**config.mk**
```make
export PLATFORM = sky130hd
export DESIGN_NAME = fetch_unit
export DESIGN_NICKNAME = d
export VERILOG_FILES = /design/src/rtl/fetch_unit_pkg.sv /design/src/rtl/fetch_buffer.sv /design/src/rtl/fetch_unit.sv
export SDC_FILE = /design/constraint.sdc
export NUM_CORES = 1
export LEC_CHECK = 0
export CORE_MARGIN = 2
export CORE_UTILIZATION = 25
export CTS_BUF_LIST = sky130_fd_sc_hd__clkbuf_16
export CTS_CLUSTER_SIZE = 30
export DETAILED_ROUTE_END_ITERATION = 8
export GPL_TIMING_DRIVEN = 0
export PLACE_DENSITY = 0.49
export SYNTH_ARGS = -nofsm -noshare
export SYNTH_HDL_FRONTEND = slang
export SYNTH_SLANG_ARGS = --single-unit
```
**constraint.sdc**
```tcl
create_clock -name clk -period 7 [get_ports clk]
set_input_delay 0.7 -clock clk [delete_from_list [all_inputs] [get_ports clk]]
set_output_delay 0.7 -clock clk [all_outputs]
set_load 0.05 [all_outputs]
```
**src/rtl/fetch_unit_pkg.sv**
```systemverilog
// Shared types and constants for the instruction fetch front end.
// No logic; pure declarations consumed by fetch_unit and fetch_buffer.
// No flow control of its own.
package fetch_unit_pkg;

   // First fetch address after reset unless the instance overrides it
   localparam logic [31:0] RESET_PC_DEFAULT = 32'h8000_0000;

   // Fetch buffer geometry: two {pc,inst} entries of 64 bits
   localparam int unsigned FB_DEPTH = 2;
   localparam int unsigned FB_WIDTH = 64;
   localparam int unsigned FB_CW    = $clog2(FB_DEPTH + 1);

   // IDLE: no request; WAIT: request outstanding, keep result;
   // KILL: request outstanding, result belongs to a squashed path
   typedef enum logic [1:0] {
      ST_IDLE = 2'd0,
      ST_WAIT = 2'd1,
      ST_KILL = 2'd2
   } fetch_state_t;

   typedef struct packed {
      logic [31:0] pc;
      logic [31:0] inst;
   } fetch_entry_t;

   // Instruction addresses are word aligned; low two bits are dropped
   function automatic logic [31:0] align_word(input logic [31:0] a);
      return a & 32'hFFFF_FFFC;
   endfunction

endpackage

```
**src/rtl/fetch_buffer.sv**
```systemverilog
// In-order FIFO holding fetched {pc,inst} entries for decode.
// Latency: a push is visible at head the cycle after it is written.
// Backpressure: push is dropped when full without a pop; flush beats push/pop.
module fetch_buffer #(
   parameter int unsigned DEPTH = 2,
   parameter int unsigned WIDTH = 64,
   localparam int unsigned CW   = $clog2(DEPTH + 1)
) (
   input  logic             clk,
   input  logic             rst,
   input  logic             push,
   input  logic [WIDTH-1:0] push_dat,
   input  logic             pop,
   input  logic             flush,
   output logic [CW-1:0]    count,
   output logic [WIDTH-1:0] head
);

   localparam int unsigned PW = (DEPTH > 1) ? $clog2(DEPTH) : 1;

   logic [WIDTH-1:0] mem_q [DEPTH];
   logic [PW-1:0]    rd_ptr_q;
   logic [PW-1:0]    wr_ptr_q;
   logic [CW-1:0]    count_q;
   logic             do_push;
   logic             do_pop;

   function automatic logic [PW-1:0] ptr_inc(input logic [PW-1:0] p);
      return (p == PW'(DEPTH - 1)) ? '0 : p + 1'b1;
   endfunction

   assign do_pop  = pop && (count_q != '0);
   assign do_push = push && ((count_q != CW'(DEPTH)) || do_pop);

   // Storage, pointers and occupancy; flush empties without writing
   always_ff @(posedge clk or posedge rst) begin
      if (rst) begin
         rd_ptr_q <= '0;
         wr_ptr_q <= '0;
         count_q  <= '0;
         for (int i = 0; i < int'(DEPTH); i++) begin
            mem_q[i] <= '0;
         end
      end else if (flush) begin
         rd_ptr_q <= '0;
         wr_ptr_q <= '0;
         count_q  <= '0;
      end else begin
         if (do_push) begin
            mem_q[wr_ptr_q] <= push_dat;
            wr_ptr_q        <= ptr_inc(wr_ptr_q);
         end
         if (do_pop) begin
            rd_ptr_q <= ptr_inc(rd_ptr_q);
         end
         case ({do_push, do_pop})
            2'b10:   count_q <= count_q + 1'b1;
            2'b01:   count_q <= count_q - 1'b1;
            default: count_q <= count_q;
         endcase
      end
   end

   assign count = count_q;
   assign head  = mem_q[rd_ptr_q];

endmodule

```
**src/rtl/fetch_unit.sv**
```systemverilog
// Instruction fetch: issues word requests to the I-cache and queues results for decode.
// Latency: cache hit requested at t completes at t+1, entry at decode at t+2.
// Backpressure: a new request starts only with a free buffer slot; redirects squash.
module fetch_unit
   import fetch_unit_pkg::*;
#(
   parameter logic [31:0] RESET_PC = RESET_PC_DEFAULT
) (
   input  logic        clk,
   input  logic        rst,
   input  logic        redirect_valid,
   input  logic [31:0] redirect_pc,
   output logic [31:0] ic_req_addr,
   output logic        ic_req_valid,
   input  logic [31:0] ic_inst,
   input  logic        ic_ready,
   output logic        id_valid,
   output logic [31:0] id_pc,
   output logic [31:0] id_inst,
   input  logic        id_ready
);

   localparam logic [FB_CW-1:0] FB_FULL = FB_CW'(FB_DEPTH);

   fetch_state_t       state_q;
   fetch_state_t       state_d;
   logic [31:0]        pc_q;
   logic [31:0]        pc_d;
   logic [31:0]        tgt_q;
   logic [31:0]        tgt_d;
   logic [31:0]        redirect_addr;
   logic [FB_CW-1:0]   fb_count;
   logic [FB_CW-1:0]   count_next;
   logic               push;
   logic               pop;
   logic               flush;
   fetch_entry_t       push_entry;
   fetch_entry_t       head_entry;

   assign redirect_addr = align_word(redirect_pc);

   // Only a live (non-squashed) response is kept, and never alongside a redirect
   assign push  = (state_q == ST_WAIT) && ic_ready && !redirect_valid;
   assign pop   = id_valid && id_ready;
   assign flush = redirect_valid;

   assign push_entry.pc   = pc_q;
   assign push_entry.inst = ic_inst;

   fetch_buffer #(
      .DEPTH (FB_DEPTH),
      .WIDTH (FB_WIDTH)
   ) u_fetch_buffer (
      .clk      (clk),
      .rst      (rst),
      .push     (push),
      .push_dat (push_entry),
      .pop      (pop),
      .flush    (flush),
      .count    (fb_count),
      .head     (head_entry)
   );

   // Buffer occupancy as it will be after this edge, used to decide whether to refetch
   always_comb begin
      count_next = fb_count;
      if (flush) begin
         count_next = '0;
      end else begin
         case ({push, pop})
            2'b10:   count_next = fb_count + 1'b1;
            2'b01:   count_next = fb_count - 1'b1;
            default: count_next = fb_count;
         endcase
      end
   end

   // State, fetch address and pending redirect target registers
   always_ff @(posedge clk or posedge rst) begin
      if (rst) begin
         state_q <= ST_WAIT;
         pc_q    <= RESET_PC;
         tgt_q   <= '0;
      end else begin
         state_q <= state_d;
         pc_q    <= pc_d;
         tgt_q   <= tgt_d;
      end
   end

   // Next state; pc only moves when no request is live, so the cache sees a stable address
   always_comb begin
      state_d = state_q;
      pc_d    = pc_q;
      tgt_d   = tgt_q;
      case (state_q)
         ST_IDLE: begin
            if (redirect_valid) begin
               pc_d    = redirect_addr;
               state_d = ST_WAIT;
            end else if (fb_count < FB_FULL) begin
               state_d = ST_WAIT;
            end
         end
         ST_WAIT, ST_KILL: begin
            if (redirect_valid && !ic_ready) begin
               // Cannot abandon the live request; remember where to go once it lands
               tgt_d   = redirect_addr;
               state_d = ST_KILL;
            end else if (ic_ready) begin
               if (redirect_valid) begin
                  pc_d = redirect_addr;
               end else if (state_q == ST_WAIT) begin
                  pc_d = pc_q + 32'd4;
               end else begin
                  pc_d = tgt_q;
               end
               state_d = (count_next < FB_FULL) ? ST_WAIT : ST_IDLE;
            end
         end
         default: begin
            state_d = ST_WAIT;
         end
      endcase
   end

   // Cache request and decode-facing outputs
   always_comb begin
      ic_req_valid = (state_q != ST_IDLE);
      ic_req_addr  = pc_q;
      id_valid     = (fb_count != '0);
      id_pc        = head_entry.pc;
      id_inst      = head_entry.inst;
   end

endmodule
```
== Word level (Yosys, flattened, before mapping) ==
Index checks and enable logic that the tools add are counted.
Widths: inputs -> output; s select.

* Flip-flop bits (word level): 196
* Word-level logic and storage cells: 83

* Mux-type cells: 28
* Add/subtract/negate cells: 5
* Reductions and logical operators: 22
* Eq/ne operators: 12
* Order comparisons: 5
* Bitwise logic cells: 3

{| class="wikitable"
|+ Operators by type and width
! operator !! count
|-
| $mux 64 || 4
|-
| $mux 32 || 5
|-
| $bwmux 128 || 1
|-
| $demux 64 s1 || 1
|-
| $pmux 32 s2 || 1
|-
| $add 32x3->32 const B || 1
|-
| $mux 2 || 6
|-
| $pmux 2 s2 || 3
|-
| $reduce_bool 2->1 || 5
|-
| $ne 2x2->1 const B || 4
|-
| $logic_and 1x1->1 || 7
|-
| $mux 1 || 7
|-
| $eq 2x1->1 const B || 3
|-
| $eq 2x2->1 const B || 3
|-
| $ne 3x3->1 const B || 2
|-
| $reduce_and 2->1 || 3
|-
| $ge 2x2->1 const B || 2
|-
| $lt 2x2->1 const B || 2
|-
| $not 1->2 || 2
|-
| $reduce_and 4->1 || 1
|-
| $reduce_bool 3->1 || 1
|-
| $add 1x1->1 const B || 2
|-
| $add 2x1->2 const B || 1
|-
| $logic_not 1->1 || 2
|-
| other kinds (6) || 6
|}

== Logic depth before layout (Yosys ltp) ==
Gate-level depths: netlist (run 1).

* Depth in word-level cells: 11
* Mapped depth: 10

== By module ==
From an unflattened synthesis (run 1), not the netlist that was laid out.

* Cells, all modules: 746
* Area total of the unflattened synthesis: 9512.9 um2

{| class="wikitable"
|+ By module, submodules not included
! module !! sequential area each (um2) !! cells an instance !! area an instance (um2) !! times used
|-
| fetch_buffer || 3303.2 || 366 || 5916.9 || 1
|-
| fetch_unit || 1554.0 || 380 || 3595.9 || 1
|}

== Worst setup path after synthesis (run 1) ==
Ideal clock, no wire load.

* Path type: register -> register
* Start: register pc_q[2], in the netlist ic_req_addr[2]
* End: register pc_q[30], in the netlist ic_req_addr[30]
* Buffers on the path: 0
* Stages on the path, launching flop included: 7
* Setup time: 124 ps
* Data required time: 6876 ps
* Path slack: 4704 ps
* Data arrival time: 2172 ps
* Cell sequence: dfrtp_1 -> ha_1 -> nand4_1 -> nor4_4 -> nand4_1 -> mux2i_1 -> a211o_1

* Word-level cells in the longest chain between the ends: 6

{| class="wikitable"
|+ RTL lines
! item !! RTL line !! text
|-
| start, declared || fetch_unit.sv:27 || <nowiki>logic [31:0] pc_q;</nowiki>
|-
| start signal, assigned || fetch_unit.sv:86 || <nowiki>pc_q <= pc_d;</nowiki>
|-
| $add 32x3->32 || fetch_unit.sv:114 || <nowiki>pc_d = pc_q + 32'd4;</nowiki>
|-
| $mux 32 || fetch_unit.sv:113 || <nowiki>end else if (state_q == ST_WAIT) begin</nowiki>
|-
| $mux 32 || fetch_unit.sv:111 || <nowiki>if (redirect_valid) begin</nowiki>
|-
| $mux 32 || fetch_unit.sv:110 || <nowiki>end else if (ic_ready) begin</nowiki>
|-
| $mux 32 || fetch_unit.sv:106 || <nowiki>if (redirect_valid && !ic_ready) begin</nowiki>
|-
| $pmux 32 s2 || fetch_unit.sv:96 || <nowiki>case (state_q)</nowiki>
|}

Every way passes these cells. The select of a mux whose other input is x is not followed.
A chain may end at the register's enable or synchronous reset.

== Final worst setup path (run 1) ==
* Start: register u_fetch_buffer.rd_ptr_q
* End: output id_pc[13]

* Word-level cells in the longest chain between the ends: 4

{| class="wikitable"
|+ RTL lines
! item !! RTL line !! text
|-
| start, declared || fetch_buffer.sv:22 || <nowiki>logic [PW-1:0] rd_ptr_q;</nowiki>
|-
| start signal, assigned || fetch_buffer.sv:54 || <nowiki>rd_ptr_q <= ptr_inc(rd_ptr_q);</nowiki>
|-
| $not 1->2 (implied by the code) || fetch_buffer.sv:65 || <nowiki>assign head = mem_q[rd_ptr_q];</nowiki>
|-
| $mux 64 (implied by the code) (3 in a row) || fetch_buffer.sv:65 ||
|-
| end, declared || fetch_unit.sv:18 || <nowiki>output logic [31:0] id_pc,</nowiki>
|}

Every way passes these cells. The select of a mux whose other input is x is not followed.

==> impl_metrics.toml, run 1 <==
[worst_setup_path]
crit_buf_inv = 3
cp.required_ns = 6.30
crit_arrival_ns = 2.98
cp-start-kind = "flop"
worst-path-max-fanout = 10
crit_path_end_kind = "output port"
rrSetupSlack_ns = 3.83
cp_slowest_cell = "clkdlybuf4s50_1"
slowest_delay_ns = 0.77
crit_family = "buffers and inverters"
crit_type = "flop to output port"
cp_cell_sequence = "clkbuf_1 > buf_1 > mux2_2 > clkdlybuf4s50_1"

[sta]
rsz0062_at_grt = "false"
finalSetupViolCount = 0
finClkSkew_ns = 0.0180
relSlewSlack = 0.258
finalSetupTns_ns = 0
hold_viol = 0
tightestPinTransition_ns = 1.10
fin_crit_sh = 0.526
max_freq_mhz = 271
post-route-min-period_ns = 3.68
maxSlewViolCount = 0

[synth]
synthFlopType = "dfrtp_1"
synth_warnings = 0
yosysTopAreaCellShare = 0.513
synth.avg_cell_area_um2 = 12.6
synth_edf_count = 0
ys_types = 54
syn_area_mm2 = 0.00917
ys_seq_elements = 190
synth_top_area_cell = "dfrtp_1"
synth.yosys.seq_area_share = 0.519
synth_area_leaders = "dfrtp_1 (51%), mux2_2 (27%), a21oi_1 (1.6%)"
async_flop_share = 1.00
syn_inst = 728

[floorplanning]
start_util = 0.252
core_mm2 = 0.0363
ioPinCount = 167
rows = 70
fp.dieW_um = 196
die_y_um = 196
die_area_mm2 = 0.0382

[power]
ir_worst_vdd_mv = 0.200
power.density_mw_per_mm2 = 546
leakage_nw = 4.96

[drt]
ant_nets = 0
dr.pass1.iters = 4
wl_per_cell_um = 18.3
viasPerCell = 4.53
wl_mm = 25.5
vias = 6307
drc = 0
drtIter0Drc = 252

[clock_network]
clock_path_buffers = 2
clockRootBuffer = "clkbuf_16"
ctsHoldBuffers = 0
cts_resized = 0
cts_buffers = 17
cts_setup_buffers = 0
cts_tree = "built"
cts.sinks = 190
clock_latency_ns = 0.44
clk_pin_slew_ns = 0.07
htreeDepth = 4

[finish]
fin_nets = 987
area_growth_syn_to_layout_pct = 30.4
fillerInstances = 3636
post-route-util = 0.329
final_cell_mix = "mux2_2 (217), dfrtp_1 (188), clkdlybuf4s50_1 (160)"
diodes = 0
final_common_cell = "mux2_2"
layout-drive-gt1-share = 0.310
final_area_mm2 = 0.0120

[global_route]
grt_max_degree = 98
gr-total-overflow = 0
grt_pass1_wl_mm = 39.8
grt_use_total = 0.137
grt_pass1_vias = 6474
antenna_found_initial = 0

[job]
maxCapViolations = 0

[placed_design]
hpwl_mm = 18.3
io_buffers = 160
place_area_mm2 = 0.0114
gp_congestion = 0.781

[status]
outcome = "finished, final reports clean"

[hold_path]
hp-class = "flop to flop"
-- report_power, final --
part / internal [mW] / leakage, nW / switching, mW
Combinational: 1.44 / 2.35 / 2.11
Clock: 0.469 / 0.270 / 0.480
Sequential: 1.63 / 2.34 / 0.406
-- layer usage --
layer	global-route usage	part of all wire
met1	0.186	0.47
met2	0.225	0.48
met3	0.0256	0.044
met4	0.0319	0.0081
met5	0	0
-- sequential cells by signal, indices dropped and copies added, names as in the netlist --
| register | count |
|---|---|
| tgt_q | 30 |
| state_q | 2 |
| u_fetch_buffer.wr_ptr_q | 1 |
| u_fetch_buffer.rd_ptr_q | 1 |
| ic_req_addr | 30 |
| u_fetch_buffer.count | 2 |
| u_fetch_buffer.mem_q | 124 |
-- metrics by stage --
step                instances  setup WS (ns)  power [mW]  hold WS, ns
floorplan                 731           1.13        4.46        0.460
global placement         1359          -2.06        5.61        0.479
detailed placement       1360           3.54        5.65        0.487
CTS                      1392           3.11        6.63        0.507
global route             1392           3.07        6.93        0.517
finish                   1392           3.32        6.53        0.499
-- path summary, 6_finish.rpt --
kind,from,endpoint,cells after the start
min in group asynchronous,rst,u_fetch_buffer.mem_q[18],2
max in group asynchronous,rst,state_q[0],3
worst min register to register,state_q[1],state_q[1],2
worst min-delay path,state_q[1],state_q[1],2
worst max register to register,state_q[0],ic_req_addr[18],7
worst max-delay path,u_fetch_buffer.rd_ptr_q,id_pc[13],4
-- final cells by class --
| type | instances | area, µm² | area share |
|---|---|---|---|
| Timing Repair Buffer | 161 | 1630 | 0.136 |
| Clock buffer | 17 | 425 | 0.0356 |
| Sequential cell | 190 | 4760 | 0.398 |
| Inverter | 13 | 56.3 | 0.00471 |
| Clock inverter | 15 | 129 | 0.0108 |
| Multi-Input combinational cell | 478 | 4130 | 0.345 |
| Tap cell | 468 | 586 | 0.0490 |
| Buffer | 50 | 244 | 0.0204 |
-- synth_stat cells (all sizes together), types with 2 or more instances --
master and instances:
mux2 217, dfrtp 188, a21oi 29, buf 28, nor2 28, o21ai 27
clkbuf 22, nand2 22, and3 20, nand3 14, inv 13, nor3b 12
xor2 11, xnor2 9, nand4 8, nor3 8, a221oi 7, ha 7
a221o 6, mux2i 5, o211ai 5, a211oi 4, nor2b 4, a211o 3
a31oi 3, o221ai 3, and2 2, dfstp 2, nand2b 2, nand3b 2
nor4 2, o31a 2
-- worst min-delay path: stages (launching register included) --
cell and delay [ns]:
dfrtp_1 0.34, nor2_1 0.04, nor2_1 0.08
-- cells by family after synthesis --
family / Yosys count / synth area share
buf+inv: 63 / 0.0319
xor+xnor: 20 / 0.0191
other cells: 1 / 0.000409
compound gates: 94 / 0.0658
flops: 190 / 0.519
simple gates: 131 / 0.0824
mux: 222 / 0.272
fa+ha+maj: 7 / 0.00955
Note: power is estimated with default switching activity, not from simulation.
==> inputs of run 2 (changes only) <==
clock period = 3.8 ns   (was 7 ns; I/O delays follow)
==> run 2 against run 1 <==
Critical path type unchanged. Via count is 0.70% higher. Wire length fell by 0.27%. Sequential power rose by 84%. Critical endpoint is now id_pc[27].
==> impl_metrics.toml, run 2 (same netlist as run 1, synthesis figures left out) <==
[sta]
finalSetupViolCount = 0
max_freq_mhz = 296
setup_slack_ns = 0.427
hold_viol = 0
relSlewSlack = 0.220
maxSlewViolCount = 0
finClkSkew_ns = 0.0148
rsz0062_at_grt = "false"
post-route-min-period_ns = 3.37
fin_crit_sh = 0.888
tightestPinTransition_ns = 1.16
hold_ws_ns = 0.410

[job]
maxCapViolations = 0

[drt]
ant_nets = 0
wl_per_cell_um = 18.2
vias = 6351
drtIter0Drc = 330
wl_mm = 25.4
drc = 0
viasPerCell = 4.55
dr.pass1.iters = 4

[power]
swShare = 0.451
p_int_mw = 6.62
comb_power_share = 0.542
clkPwrFrac = 0.148
p_sw_mw = 5.44
ir_worst_vdd_mv = 0.341
power.density_mw_per_mm2 = 1000
leakage_nw = 5.00
seqPwrFrac = 0.310
power_mw = 12.1

[worst_setup_path]
rr_startpoint = "state_q[0]"
cp_cell_sequence = "clkbuf_1 > buf_1 > mux2_2 > clkdlybuf4s50_1"
slowest_delay_ns = 0.74
r2r-end = "ic_req_addr[18]"
cp_slowest_cell = "clkdlybuf4s50_1"
crit_type = "flop to output port"
rrSetupSlack_ns = 0.63
r2r_cells = 7
crit_arrival_ns = 2.99
cp-start-kind = "flop"
crit_path_end_kind = "output port"
worst-path-max-fanout = 10
cp.required_ns = 3.42

[finish]
fin_nets = 991
instances_no_fill = 1395
regMostFlops = "u_fetch_buffer.mem_q"
largest_reg_flops = 124
layout-drive-gt1-share = 0.311
diodes = 0
fillerInstances = 3687
area_growth_syn_to_layout_pct = 31.3
final_common_cell = "mux2_2"
final_cell_mix = "mux2_2 (217), dfrtp_1 (188), clkdlybuf4s50_1 (160)"

[floorplanning]
die_y_um = 196
rows = 70
start_util = 0.252
fp.dieW_um = 196
core_mm2 = 0.0363
ioPinCount = 167
die_area_mm2 = 0.0382

[global_route]
grt_use_met1 = 0.184
grt_use_total = 0.137
gr-total-overflow = 0
antenna_found_initial = 0
gr-max-usage-layer = "met2"
grt_use_met3 = 0.0240
use_met2 = 0.226
grt_max_degree = 39
grt_pass1_vias = 6649
grt_pass1_wl_mm = 39.9

[clock_network]
clk_pin_slew_ns = 0.07
clock_path_buffers = 2
cts_tree = "built"
cts_resized = 0
clockRootBuffer = "clkbuf_16"
htreeDepth = 4
cts_setup_buffers = 0
cts.sinks = 190
clock_latency_ns = 0.44
cts_buffers = 17
ctsHoldBuffers = 0

[hold_path]
hp-class = "input port to async pin"

[placed_design]
place_inst = 1364
hpwl_mm = 18.8
post-place-ws_ns = 0.544
gp_congestion = 0.782
io_buffers = 160

[status]
outcome = "finished, final reports clean"
run 2: worst max path at each step:
stage | from | end | slack (ns) | cells past startpoint
after global placement | rst | state_q[1] | -0.85 | 2
after global routing | u_fetch_buffer.rd_ptr_q | id_pc[27] | 0.18 | 4
after floorplan | rst | ic_req_addr[10] | 0.97 | 1
final | u_fetch_buffer.rd_ptr_q | id_pc[27] | 0.43 | 4
after detailed placement | state_q[0] | ic_req_addr[18] | 0.54 | 7
after CTS | u_fetch_buffer.rd_ptr_q | id_pc[27] | 0.25 | 4
run 2: metal layers:
layer  up-vias  wire length (µm)
met5         -                 0
met4         0               332
met3        19               793
met2       104             12200
met1      3215             12100
li1       3013                 -
run 2: through the flow:
| step | TNS (ns) | cell area [µm²] | util |
|---|---|---|---|
| after floorplan | 0 | 9180 | - |
| after global placement | -156.44 | 11400 | 0.313 |
| after detailed placement | 0 | 11500 | 0.316 |
| after CTS | 0 | 12000 | 0.331 |
| after global routing | 0 | 12000 | 0.331 |
| final | 0 | 12000 | 0.331 |
run 2: area by class of cell:
| type | count | area [µm²] | area share |
|---|---|---|---|
| Tap cell | 468 | 586 | 0.0486 |
| Clock inverter | 14 | 145 | 0.0121 |
| Multi-Input combinational cell | 478 | 4130 | 0.343 |
| Sequential cell | 190 | 4760 | 0.395 |
| Inverter | 13 | 52.6 | 0.00436 |
| Timing Repair Buffer | 165 | 1700 | 0.141 |
| Clock buffer | 17 | 425 | 0.0353 |
| Buffer | 50 | 244 | 0.0203 |
run 2: power by group through the flow:
stage | registers (mW) | clock network, mW | logic (mW)
6_report | 3.74 | 1.79 | 6.53
5_1_grt | 3.90 | 1.93 | 6.96
4_1_cts | 3.76 | 1.87 | 6.63
3_5_place_dp | 3.80 | 0 | 6.61
3_3_place_gp | 3.77 | 0 | 6.57
2_1_floorplan | 4.03 | 0 | 4.18
run 2: worst max-delay path, delay by kind of cell, from the launching register on:
kind | cells | cell delay (ns)
buffers and inverters | 3 | 1.84
muxes | 1 | 0.41
DFF | 1 | 0.32
